### src/rtl/apb_global_pkg.sv
// Bus widths and FSM state type shared by the APB slave memory and its users.
package apb_global_pkg;

   localparam int ADDRESS_WIDTH = 32;
   localparam int DATA_WIDTH    = 32;

   typedef enum logic [1:0] {
      IDLE   = 2'd0,
      ACCESS = 2'd1,
      DONE   = 2'd2
   } apb_slave_state_e;

endpackage

### src/rtl/apb_slave_regfile.sv
// Word storage for the APB slave: byte-strobed synchronous write, combinational read.
module apb_slave_regfile #(
   parameter int DATA_WIDTH = apb_global_pkg::DATA_WIDTH,
   parameter int DEPTH      = 16,
   parameter int IDX_W      = 4
) (
   input  logic                    clk_i,
   input  logic                    rst_i,
   input  logic                    we_i,
   input  logic [IDX_W-1:0]        waddr_i,
   input  logic [DATA_WIDTH/8-1:0] wstrb_i,
   input  logic [DATA_WIDTH-1:0]   wdata_i,
   input  logic [IDX_W-1:0]        raddr_i,
   output logic [DATA_WIDTH-1:0]   rdata_o
);

   logic [DATA_WIDTH-1:0] mem_q [DEPTH];

   // NOTE: the storage array is cleared by reset on purpose, because software
   // relies on reading zero from every word after reset.
   always_ff @(posedge clk_i) begin
      if (rst_i) begin
         for (int i = 0; i < DEPTH; i++) begin
            mem_q[i] <= '0;
         end
      end else if (we_i) begin
         for (int b = 0; b < DATA_WIDTH/8; b++) begin
            if (wstrb_i[b]) begin
               mem_q[waddr_i][8*b +: 8] <= wdata_i[8*b +: 8];
            end
         end
      end
   end

   assign rdata_o = mem_q[raddr_i];

endmodule

### src/rtl/apb_slave_mem.sv
// APB slave memory: setup/access/done FSM with programmable wait states,
// error decode and registered pready/prdata/pslverr.
module apb_slave_mem #(
   parameter int ADDRESS_WIDTH = apb_global_pkg::ADDRESS_WIDTH,
   parameter int DATA_WIDTH    = apb_global_pkg::DATA_WIDTH,
   parameter int DEPTH         = 16,
   parameter int PROT_BASE     = 12
) (
   input  logic                     pclk,
   input  logic                     preset,
   input  logic                     psel,
   input  logic                     penable,
   input  logic [ADDRESS_WIDTH-1:0] paddr,
   input  logic                     pwrite,
   input  logic [DATA_WIDTH/8-1:0]  pstrb,
   input  logic [DATA_WIDTH-1:0]    pwdata,
   input  logic [2:0]               pprot,
   input  logic [3:0]               wait_cfg,
   output logic                     pready,
   output logic [DATA_WIDTH-1:0]    prdata,
   output logic                     pslverr
);

   localparam int STRB_W = DATA_WIDTH / 8;
   localparam int IDX_W  = (DEPTH > 1) ? $clog2(DEPTH) : 1;
   localparam int WORD_W = ADDRESS_WIDTH - 2;

   apb_global_pkg::apb_slave_state_e state_q, state_d;

   logic [3:0]               wait_cnt_q, wait_cnt_d;
   logic [ADDRESS_WIDTH-1:0] addr_q, addr_d;
   logic                     write_q, write_d;
   logic [STRB_W-1:0]        strb_q, strb_d;
   logic [DATA_WIDTH-1:0]    wdata_q, wdata_d;
   logic                     priv_q, priv_d;
   logic                     pready_q, pready_d;
   logic [DATA_WIDTH-1:0]    prdata_q, prdata_d;
   logic                     pslverr_q, pslverr_d;

   logic [WORD_W-1:0]        word_idx;
   logic                     err;
   logic                     mem_we;
   logic [DATA_WIDTH-1:0]    mem_rdata;
   logic                     unused_prot;

   assign unused_prot = ^pprot[2:1];

   // Error decode works on the latched request so it is stable for the whole transfer.
   assign word_idx = addr_q[ADDRESS_WIDTH-1:2];
   assign err = (addr_q[1:0] != 2'b00)
             || (word_idx >= WORD_W'(DEPTH))
             || (write_q && !priv_q && (word_idx >= WORD_W'(PROT_BASE)));

   assign mem_we = (state_q == apb_global_pkg::DONE) && psel && penable && write_q && !err;

   apb_slave_regfile #(
      .DATA_WIDTH (DATA_WIDTH),
      .DEPTH      (DEPTH),
      .IDX_W      (IDX_W)
   ) u_regfile (
      .clk_i   (pclk),
      .rst_i   (preset),
      .we_i    (mem_we),
      .waddr_i (addr_q[IDX_W+1:2]),
      .wstrb_i (strb_q),
      .wdata_i (wdata_q),
      .raddr_i (addr_q[IDX_W+1:2]),
      .rdata_o (mem_rdata)
   );

   // NOTE: every _d signal takes its default first, so no branch can leave one
   // unassigned and infer a latch.
   always_comb begin
      state_d    = state_q;
      wait_cnt_d = wait_cnt_q;
      addr_d     = addr_q;
      write_d    = write_q;
      strb_d     = strb_q;
      wdata_d    = wdata_q;
      priv_d     = priv_q;
      pready_d   = 1'b0;
      prdata_d   = '0;
      pslverr_d  = 1'b0;

      case (state_q)
         apb_global_pkg::IDLE: begin
            if (psel && !penable) begin
               addr_d     = paddr;
               write_d    = pwrite;
               strb_d     = pstrb;
               wdata_d    = pwdata;
               priv_d     = pprot[0];
               wait_cnt_d = wait_cfg;
               state_d    = apb_global_pkg::ACCESS;
            end
         end
         apb_global_pkg::ACCESS: begin
            if (!psel) begin
               wait_cnt_d = '0;
               state_d    = apb_global_pkg::IDLE;
            end else if (wait_cnt_q != 4'd0) begin
               wait_cnt_d = wait_cnt_q - 4'd1;
            end else begin
               pready_d  = 1'b1;
               pslverr_d = err;
               prdata_d  = (err || write_q) ? '0 : mem_rdata;
               state_d   = apb_global_pkg::DONE;
            end
         end
         apb_global_pkg::DONE: begin
            state_d = apb_global_pkg::IDLE;
         end
         default: begin
            state_d = apb_global_pkg::IDLE;
         end
      endcase
   end

   // NOTE: sequential state uses non-blocking assignments so every register
   // samples the pre-edge value of every other.
   always_ff @(posedge pclk) begin
      if (preset) begin
         state_q    <= apb_global_pkg::IDLE;
         wait_cnt_q <= '0;
         addr_q     <= '0;
         write_q    <= 1'b0;
         strb_q     <= '0;
         wdata_q    <= '0;
         priv_q     <= 1'b0;
         pready_q   <= 1'b0;
         prdata_q   <= '0;
         pslverr_q  <= 1'b0;
      end else begin
         state_q    <= state_d;
         wait_cnt_q <= wait_cnt_d;
         addr_q     <= addr_d;
         write_q    <= write_d;
         strb_q     <= strb_d;
         wdata_q    <= wdata_d;
         priv_q     <= priv_d;
         pready_q   <= pready_d;
         prdata_q   <= prdata_d;
         pslverr_q  <= pslverr_d;
      end
   end

   assign pready  = pready_q;
   assign prdata  = prdata_q;
   assign pslverr = pslverr_q;

endmodule

### config.mk
export PLATFORM = sky130hd
export DESIGN_NAME = apb_slave_mem
export DESIGN_NICKNAME = d
export VERILOG_FILES = /design/src/rtl/apb_global_pkg.sv /design/src/rtl/apb_slave_regfile.sv /design/src/rtl/apb_slave_mem.sv
export SDC_FILE = /design/constraint.sdc
export NUM_CORES = 1
export LEC_CHECK = 0
export CAP_MARGIN = 20
export CELL_PAD_IN_SITES_DETAIL_PLACEMENT = 0
export CELL_PAD_IN_SITES_GLOBAL_PLACEMENT = 1
export CORE_ASPECT_RATIO = 0.8
export CORE_MARGIN = 1.5
export CORE_UTILIZATION = 44
export CTS_CLUSTER_DIAMETER = 200
export DETAILED_ROUTE_END_ITERATION = 10
export PLACE_DENSITY_LB_ADDON = 0.1
export SLEW_MARGIN = 20
export SYNTH_ARGS = -nofsm -noshare
export SYNTH_HDL_FRONTEND = slang
export SYNTH_HIERARCHICAL = 1
export SYNTH_SLANG_ARGS = --single-unit
### constraint.sdc
create_clock -name pclk -period 3 [get_ports pclk]
set_clock_uncertainty 0.1 [all_clocks]
set_input_delay 0.6 -clock pclk [delete_from_list [all_inputs] [get_ports pclk]]
set_output_delay 0.6 -clock pclk [all_outputs]
set_load 0.03 [all_outputs]
==> out/metrics.cfg <==
[global_routing]
grt_max_degree = 70
grt_busiest_layer = met2
grt_usage_pct = 22.44
use_met1_pct = 32.43
grt_pass1_wl_um = 100200
grt_pass1_vias = 16130
grt-ovfl-total = 0
met2_usage_pct = 35.80
antenna_found_initial = 0
use_met3_pct = 4.059

[sta]
setup_total_negative_slack_ps = 0
hold_viol_final = 0
period_needed_ps = 2609
worst_slew_pin_slew_ps = 901.6
fmax_ghz = 0.3832
relSlewSlack_pct = 39.89
worst_slack_ps = 390.6
fin_crit_sh_pct = 86.98
finalSetupViolations = 0
rsz0062_at_grt = no
slew_violations = 0

[setup_path]
cpMaxStageDelayCell = nor4_1
start_kind = flop
worstPathRequired_ps = 3210
r2r_start = addr_q[17]
cp.arrival_ps = 2820
path_cells = nor4_1, nand4_1, nor4_2, buf_4, nand3b_1, buf_12, o21bai_1, buf_4
worst-setup-path-type = reg2reg
crit_path_end_kind = flop
reg2reg_slack_ps = 390
critical_path_peak_fanout = 16
ff2ff_path_depth = 8
path_common_cell = buf_4
reg2reg_to = u_regfile/mem_q[3][20]
cpPeakStageDelay_ps = 370

[worst_hold_path]
min_path_type = in2reg
min_path_cells = 2
min_to = strb_q[0]
min-delay-start = preset

[clocking]
cts_setup_buffers = 0
cts_tree = done
clkTransAtPathRegs_ps = 60
cts-root-buf = clkbuf_16
clkLatencyLatePin_ps = 600
cts-htree-levels = 3
cts-resized-gates = 0
clockBufferDepth = 3
cts_sinks = 622
cts-buffers-inserted = 66
cts_hold_buf = 0

[synthesis]
ys_seq_area_share_pct = 67.45
synth_area_um2 = 26060
async_flop_share_pct = 0
synth_cell_type_count = 44
synth.most_common_cell = edfxtp_1
syn_avg_cell_area_um2 = 13.31
synth_flop_cell = edfxtp_1
synth_enable_flop_cells = 512
syn_nets = 2040
synth.ff_latch_count = 622
synth.top_cells.by_count = edfxtp_1 (512), nor2_1 (489), nand2_1 (214), mux4_2 (128), clkbuf_1 (127)
synth_top_area_share_pct = 59.00
yosys_warnings = 6
netlist_instances = 1958
synth.largest_area_cell = edfxtp_1
yosys-top-cells-area = edfxtp_1 (59%), mux4_2 (11%), dfxtp_1 (8.5%)

[floorplanning]
ios = 114
start_util_pct = 44.68
dieHeight_um = 220.7
die_w_um = 275.1
floorplan.core_area_um2 = 58320
dieArea_um2 = 60700
rows = 79

[pwr]
p_leak_nw = 10.49
power.total_mw = 18.84
vdd.ir_drop.worst_uv = 388.2
powerDensity_nw_per_um2 = 606.4

[layout]
fin_util_pct = 53.28
diodes = 0
nets = 2217
fillers = 4933
finalInstanceArea_um2 = 31070
drive_above_1_share_pct = 19.55
syn2layout_area_growth_pct = 19.23

[drt]
antenna_left = 0
vias = 15998
routed_wirelength_um = 66070
dr.pass1.iters = 5
post_drt_wl_per_cell_um = 22.37
drc = 0
drt_iter0_drc = 1189
via_per_inst = 5.418

[placement]
gp_congestion = 0.7832
dp_slack_ps = 160.6
hpwl_um = 42820
port_buffers = 111
dpl-instance-area_um2 = 28980

[status]
status = finished, final reports clean

[job]
max_cap_violations = 0

[where the power goes]
| part | internal [mW] | switching, mW | total (mW) |
|---|---|---|---|
| Sequential | 9.59 | 0.109 | 9.70 |
| Clock | 4.69 | 3.27 | 7.97 |
| Combinational | 0.525 | 0.647 | 1.17 |
[worst max-delay path by stage]
stage,from,endpoint,slack [ps],cells after the start
6_report,addr_q[17],u_regfile/mem_q[3][20],390,8
5_1_grt,addr_q[17],u_regfile/mem_q[15][11],60,8
4_1_cts,addr_q[17],u_regfile/mem_q[5][11],320,8
3_5_place_dp,psel,u_regfile/mem_q[8][11],160,8
3_3_place_gp,psel,u_regfile/mem_q[3][16],170,8
2_1_floorplan,addr_q[22],u_regfile/mem_q[12][24],230,7
[worst max-delay path, delay by kind of cell (launching register included)]
family | cells | cell delay, ps
and+or+nand+nor | 4 | 1110
DFF | 1 | 310
AOI/OAI and AO/OA | 1 | 230
buffers and inverters | 3 | 560
[routing by layer]
| metal | part of all wire, % | vias to the layer above | wire length (um) |
|---|---|---|---|
| met5 | 0 | - | 0 |
| met2 | 47 | 472 | 31200 |
| met3 | 6.5 | 72 | 4315 |
| met4 | 1.5 | 0 | 965 |
| met1 | 45 | 8084 | 29590 |
| li1 | - | 7370 | - |
[cell families (layout without fill, tap and decap cells)]
logic type	Yosys count	after routing	synth area share, %
xor gates and xnor gates	1	1	0.03362
muxes	128	128	11.06
buffers and inverters	176	402	2.790
AOI/OAI and AO/OA	206	206	5.224
and+or+nand+nor	823	823	13.34
DFF	622	622	67.45
adders and majority gates	2	2	0.09601
[cells in the final DEF (no fill, tap or decap), drive strengths merged, types with 2 or more instances in the layout]
master and n:
clkbuf 95, edfxtp 512, nor2 492, dfxtp 110, or3 2, a211oi 2
a21oi 74, and2 65, nand3b 5, a22oi 64, nor2b 8, nor3 2
o21bai 60, or2 4, ha 2, clkdlybuf4s50 110, clkinv 18, bufinv 3
nand4 3, nand2 214, buf 169, nor4 9, nand2b 3, and3b 4
o21ai 3, nand3 6, mux4 128, inv 7
[flip-flops by register name (all words and copies together), names as in the netlist]
signal           count
addr_q              32
prdata              32
pready               1
priv_q               1
pslverr              1
state_q              2
strb_q               4
u_regfile/mem_q    512
wait_cnt_q           4
wdata_q             32
write_q              1
[stage by stage]
| stage | hold WS (ps) | std cells |
|---|---|---|
| 6_report | 255.3 | 2953 |
| 3_3_place_gp | 344.5 | 2836 |
| 3_5_place_dp | 345.0 | 2836 |
| 4_1_cts | 232.4 | 2953 |
| 2_1_floorplan | 331.1 | 1958 |
| 5_1_grt | 259.5 | 2953 |
[layout make-up]
type                       count  area [um^2]  share of cell area (%)
sequential                   622        17580                   56.59
multi-input combinational   1160         7775                   25.02
timing repair buffer         279         2633                   8.473
clock inverter                22        177.7                  0.5718
clock buffer                  95         1917                   6.169
inverter                       6        22.52                 0.07248
tap                          769        962.2                   3.097
No activity file was read; power rests on OpenSTA's default activity.
==> RTL edit 1: new RTL, config.mk and constraints unchanged <==
Add an input register stage for `wait_cfg`, with the module's reset; this delays it by one clock. The other inputs are not delayed to match.
--- a/src/rtl/apb_slave_mem.sv
+++ b/src/rtl/apb_slave_mem.sv
@@ -24,6 +24,16 @@
    localparam int STRB_W = DATA_WIDTH / 8;
    localparam int IDX_W  = (DEPTH > 1) ? $clog2(DEPTH) : 1;
    localparam int WORD_W = ADDRESS_WIDTH - 2;
+
+   logic [3:0] wait_cfg_q;
+
+   always_ff @(posedge pclk) begin
+      if (preset) begin
+         wait_cfg_q <= '0;
+      end else begin
+         wait_cfg_q <= wait_cfg;
+      end
+   end
 
    apb_global_pkg::apb_slave_state_e state_q, state_d;
 
@@ -90,7 +100,7 @@
                strb_d     = pstrb;
                wdata_d    = pwdata;
                priv_d     = pprot[0];
-               wait_cnt_d = wait_cfg;
+               wait_cnt_d = wait_cfg_q;
                state_d    = apb_global_pkg::ACCESS;
             end
          end
Function: not settled (the Yosys comparison gave no result); the edit may change what the design does.
==> RTL edit 1 against the unedited design <==
  * Via count grew 0.81%
  * Setup slack lost 0.027 ns
  * Sequential power is 0.7% higher
  * Sequential cell count increased by 4
  * Power rose by 0.24%
  * Area after synthesis up 0.42%
  * Die area is 0.41% higher
  * Cell area increased by 0.81%
  * Global-route usage is 0.12 points lower
  * Non-clock buffer count increased by 10
  * Wire length shrank 0.19%
  * Largest cell class unchanged
==> RTL edit 1: results (changes against the unedited design) <==
stage,metric,value,unit,change
place,pre-CTS WS,0.0618,ns,-0.0989 ns
routing,1st-iter DRT viols,1297,,+9.1%
sta,worst slew pin tran,0.695,ns,-0.207 ns
routing,met2 wire length,30700,µm,-1.7%
sta,Fin Hold WS,0.300,ns,+0.0447 ns
finish,share of cells above drive strength 1,19.9,%,+0.36 points
run_status,status,"finished, final reports clean",,
finish,Post-Layout Cell Count,2975,,+0.75%
global_route,vias in the first global route,16300,,+1.3%
worst_setup_path,CP max stage delay,0.40,ns,+0.03 ns
finish,fin nets,2235,,+0.81%
finish,Layout area overhead,19.7,%,
finish,area of the multi-input gates,0.00780,mm²,+0.35%
worst_setup_path,worst reg2reg startpoint,addr_q[10],,
routing,Via density,5.42,,about the same
finish,Non-clk bufs,289,,+3.6%
worst_setup_path,reg2reg setup slack,0.36,ns,-0.03 ns
place,placed inst area,0.0292,mm²,+0.88%
finish,Non-clock buffer share,8.88,%,+0.41 points
finish,seq_cells,626,,+0.64%
synth,synthesized area,0.0262,mm²,+0.42%
synth,sequential area share after synthesis,67.5,%,about the same
routing,Routed WL,65900,µm,-0.19%
power,Worst VDD drop,0.381,mV,-1.7%
power,standby leakage power,10.6,nW,+0.77%
worst_setup_path,Crit Reg-Reg Endpoint,u_regfile/mem_q[8][27],,
synth,share of Yosys cell area claimed by the top area cell type,58.8,%,-0.25 points
finish,n_diodes,1,,+1
finish,comb_multi_in,1164,,+0.34%
[RTL edit 1: cell count changes after synthesis]
cell,change
dfxtp_1,+4
nor2b_1,+4
clkbuf_1,+1
[RTL edit 1: power by group through the flow]
stage,clock [mW],sequential [mW],combinational (mW)
2_1_floorplan,0,9.90,0.701
3_3_place_gp,0,9.94,1.19
3_5_place_dp,0,9.95,1.20
4_1_cts,8.13,9.77,1.21
5_1_grt,8.48,9.79,1.28
6_report,7.93,9.77,1.19
[RTL edit 1: cell families (layout without fill, tap and decap cells)]
kind of cell             count (synthesis)  in the layout  synth area share [%]
AND/OR/NAND/NOR                        827            827                  13.4
flip-flops                             626            626                  67.5
AO/OA/AOI/OAI                          206            206                  5.20
buffers and inverters                  177            415                  2.79
multiplexers                           128            128                  11.0
adder cells (fa/ha/maj)                  2              2                0.0956
XOR/XNOR                                 1              1                0.0335
other                                    0              1                     0
[RTL edit 1: metal layers]
layer  global-route usage (%)  vias up
met2                     34.4      448
li1                         -     7437
met1                     32.9     8133
met5                        0        -
met4                     5.71        0
met3                     3.82      110
[RTL edit 1: worst max path at each step]
| stage | slack (ns) | cells after the start | end | startpoint |
|---|---|---|---|---|
| 2_1_floorplan | 0.23 | 7 | u_regfile/mem_q[12][24] | addr_q[26] |
| 3_3_place_gp | 0.11 | 7 | u_regfile/mem_q[8][30] | psel |
| 3_5_place_dp | 0.06 | 7 | u_regfile/mem_q[0][30] | psel |
| 4_1_cts | 0.30 | 7 | u_regfile/mem_q[15][30] | addr_q[21] |
| 5_1_grt | 0.17 | 8 | u_regfile/mem_q[8][31] | addr_q[21] |
| 6_report | 0.36 | 8 | u_regfile/mem_q[8][27] | addr_q[10] |
==> RTL edit 2: new RTL, same flow settings <==
Made on the original files. `DEPTH` is set to 16 in 2 places; all go to 8.
--- a/src/rtl/apb_slave_regfile.sv
+++ b/src/rtl/apb_slave_regfile.sv
@@ -1,7 +1,7 @@
 // Word storage for the APB slave: byte-strobed synchronous write, combinational read.
 module apb_slave_regfile #(
    parameter int DATA_WIDTH = apb_global_pkg::DATA_WIDTH,
-   parameter int DEPTH      = 16,
+   parameter int DEPTH      = 8,
    parameter int IDX_W      = 4
 ) (
    input  logic                    clk_i,
--- a/src/rtl/apb_slave_mem.sv
+++ b/src/rtl/apb_slave_mem.sv
@@ -3,7 +3,7 @@
 module apb_slave_mem #(
    parameter int ADDRESS_WIDTH = apb_global_pkg::ADDRESS_WIDTH,
    parameter int DATA_WIDTH    = apb_global_pkg::DATA_WIDTH,
-   parameter int DEPTH         = 16,
+   parameter int DEPTH         = 8,
    parameter int PROT_BASE     = 12
 ) (
    input  logic                     pclk,
Check against the original RTL: not settled (the Yosys comparison gave no result); the edit may change what the design does.
==> RTL edit 2 against the unedited design <==
  * Cell area down 39%
  * Count of clock-buffer cells in the layout is 46 lower
  * Global-route usage is 1.5 points lower
  * Setup slack worse by 0.17 ns
  * Cell count fell by 38%
  * First-iteration DRC count fell by 55%
  * Area after synthesis down 40%
  * Wire length shrank 45%
  * Core utilization increased by 0.96 points
  * Die area fell by 40%
  * Synthesized cell count down 39%
  * Sequential share of layout area down 4.2 points
  * Sequential cell count decreased by 256
  * Power shrank 41%
==> RTL edit 2: results (changes against the unedited design) <==
stage,metric,value,unit,change
power,switching share of power,22.4,%,+0.99 points
synth,top post-synthesis cells by area,"edfxtp_1 (49%), dfxtp_1 (14%), nor3_1 (8.4%)",,
sta,worst slew pin tran,0.717,ns,-0.185 ns
global_route,gr usage total,20.9,%,-1.5 points
synth,list of most frequent post-synthesis cells,"nor3_1 (262), edfxtp_1 (256), nand2_1 (144), dfxtp_1 (110), clkbuf_1 (76)",,
synth,post-synthesis compound-gate area fraction,4.31,%,-0.91 points
run_status,status,"finished, final reports clean",,
synth,Netlist cell types,43,,-2.3%
synth,Post-synth EDFFs,256,,-50%
synth,Synth Area in Adders,0.161,%,+0.065 points
finish,share of cells above drive strength 1,19.0,%,-0.56 points
place,post-detail-place hpwl,23100,µm,-46%
synth,"Net Count, Synth",1283,,-37%
synth,mux share of post-synthesis cell area,12.6,%,+1.5 points
place,pre-CTS WS,0.0899,ns,-0.0707 ns
global_route,vias in the first global route,10100,,-37%
routing,Routed WL,36600,µm,-45%
worst_setup_path,WP data arrival,2.91,ns,+0.09 ns
clock_tree,H-tree Lvls,2,,-1
clock_tree,TritonCTS Buffers,39,,-41%
power,standby leakage power,6.31,nW,-40%
power,Worst VDD drop,0.328,mV,-16%
finish,fin nets,1420,,-36%
min_path,worst hold path class,reg -> reg,,
global_route,first-pass GRT wire length,57900,µm,-42%
global_route,initial antenna violation count,2,,+2
routing,1st-iter DRT viols,531,,-55%
routing,Via density,5.37,,-0.94%
synth,XOR/XNOR Fraction of Synth Area,0.0563,%,+0.023 points
synth,sequential area share after synthesis,63.6,%,-3.9 points
## RTL edit 2: cell type report
| cell class | instances | area share [%] |
|---|---|---|
| flip-flops and latches | 366 | 52.4 |
| multi-input cells | 690 | 26.9 |
| repair buffers | 205 | 10.2 |
| clock buffers | 49 | 5.75 |
| well taps | 472 | 3.13 |
| clock inverters | 23 | 0.901 |
| inverters | 36 | 0.716 |
## RTL edit 2: cell families after synthesis
group	count (synthesis)
AND/OR/NAND/NOR	477
multiplexers	96
adder cells (fa/ha/maj)	2
XOR/XNOR	1
buffers and inverters	145
AO/OA/AOI/OAI	114
flip-flops	366
## RTL edit 2: critical path, cell delays in order, from the launching register on
cell and delay, ns:
dfxtp_1 0.31, nor4_1 0.31, nand2_1 0.16, or3_1 0.44, nor3_1 0.20, buf_4 0.20
nand4bb_1 0.31, o21bai_1 0.23, buf_4 0.22
## RTL edit 2: power by group through the flow
stage          Clock [mW]  Sequential (mW)  Combinational, mW
2_1_floorplan           0             5.70              0.501
3_3_place_gp            0             5.73              0.839
3_5_place_dp            0             5.74              0.844
4_1_cts              4.82             5.63              0.848
5_1_grt              5.02             5.64              0.914
6_report             4.71             5.63              0.840
## RTL edit 2: what timing repair did
action / CTS / global route
hold buffers: 0 / 0
setup buffers: 0 / 2
gates resized for setup: 0 / 5
endpoints found under the setup margin: 0 / 95
## RTL edit 2: per-layer routing
layer  GRT usage, %  share of wire, %
met5              0             0.030
met4           4.68               1.6
met3           3.56               4.4
met2           33.7                46
met1           29.8                48
## RTL edit 2: worst paths after layout
check / from / to / slack, ns / depth (start not counted)
worst max-delay path: addr_q[12] / u_regfile/mem_q[0][14] / 0.22 / 8
worst min-delay path: priv_q / priv_q / 0.35 / 2
worst max register to register: addr_q[12] / u_regfile/mem_q[0][14] / 0.22 / 8
worst min register to register: priv_q / priv_q / 0.35 / 2
## RTL edit 2: stage by stage
| stage | instances | hold WS, ns | power [mW] | util (%) |
|---|---|---|---|---|
| 6_report | 1841 | 0.349 | 11.2 | 54.2 |
| 2_1_floorplan | 1201 | 0.331 | 6.20 | - |
| 3_5_place_dp | 1767 | 0.344 | 6.58 | 50.5 |
| 5_1_grt | 1841 | 0.370 | 11.6 | 54.2 |
| 3_3_place_gp | 1767 | 0.342 | 6.57 | 50.5 |
| 4_1_cts | 1839 | 0.348 | 11.3 | 54.1 |
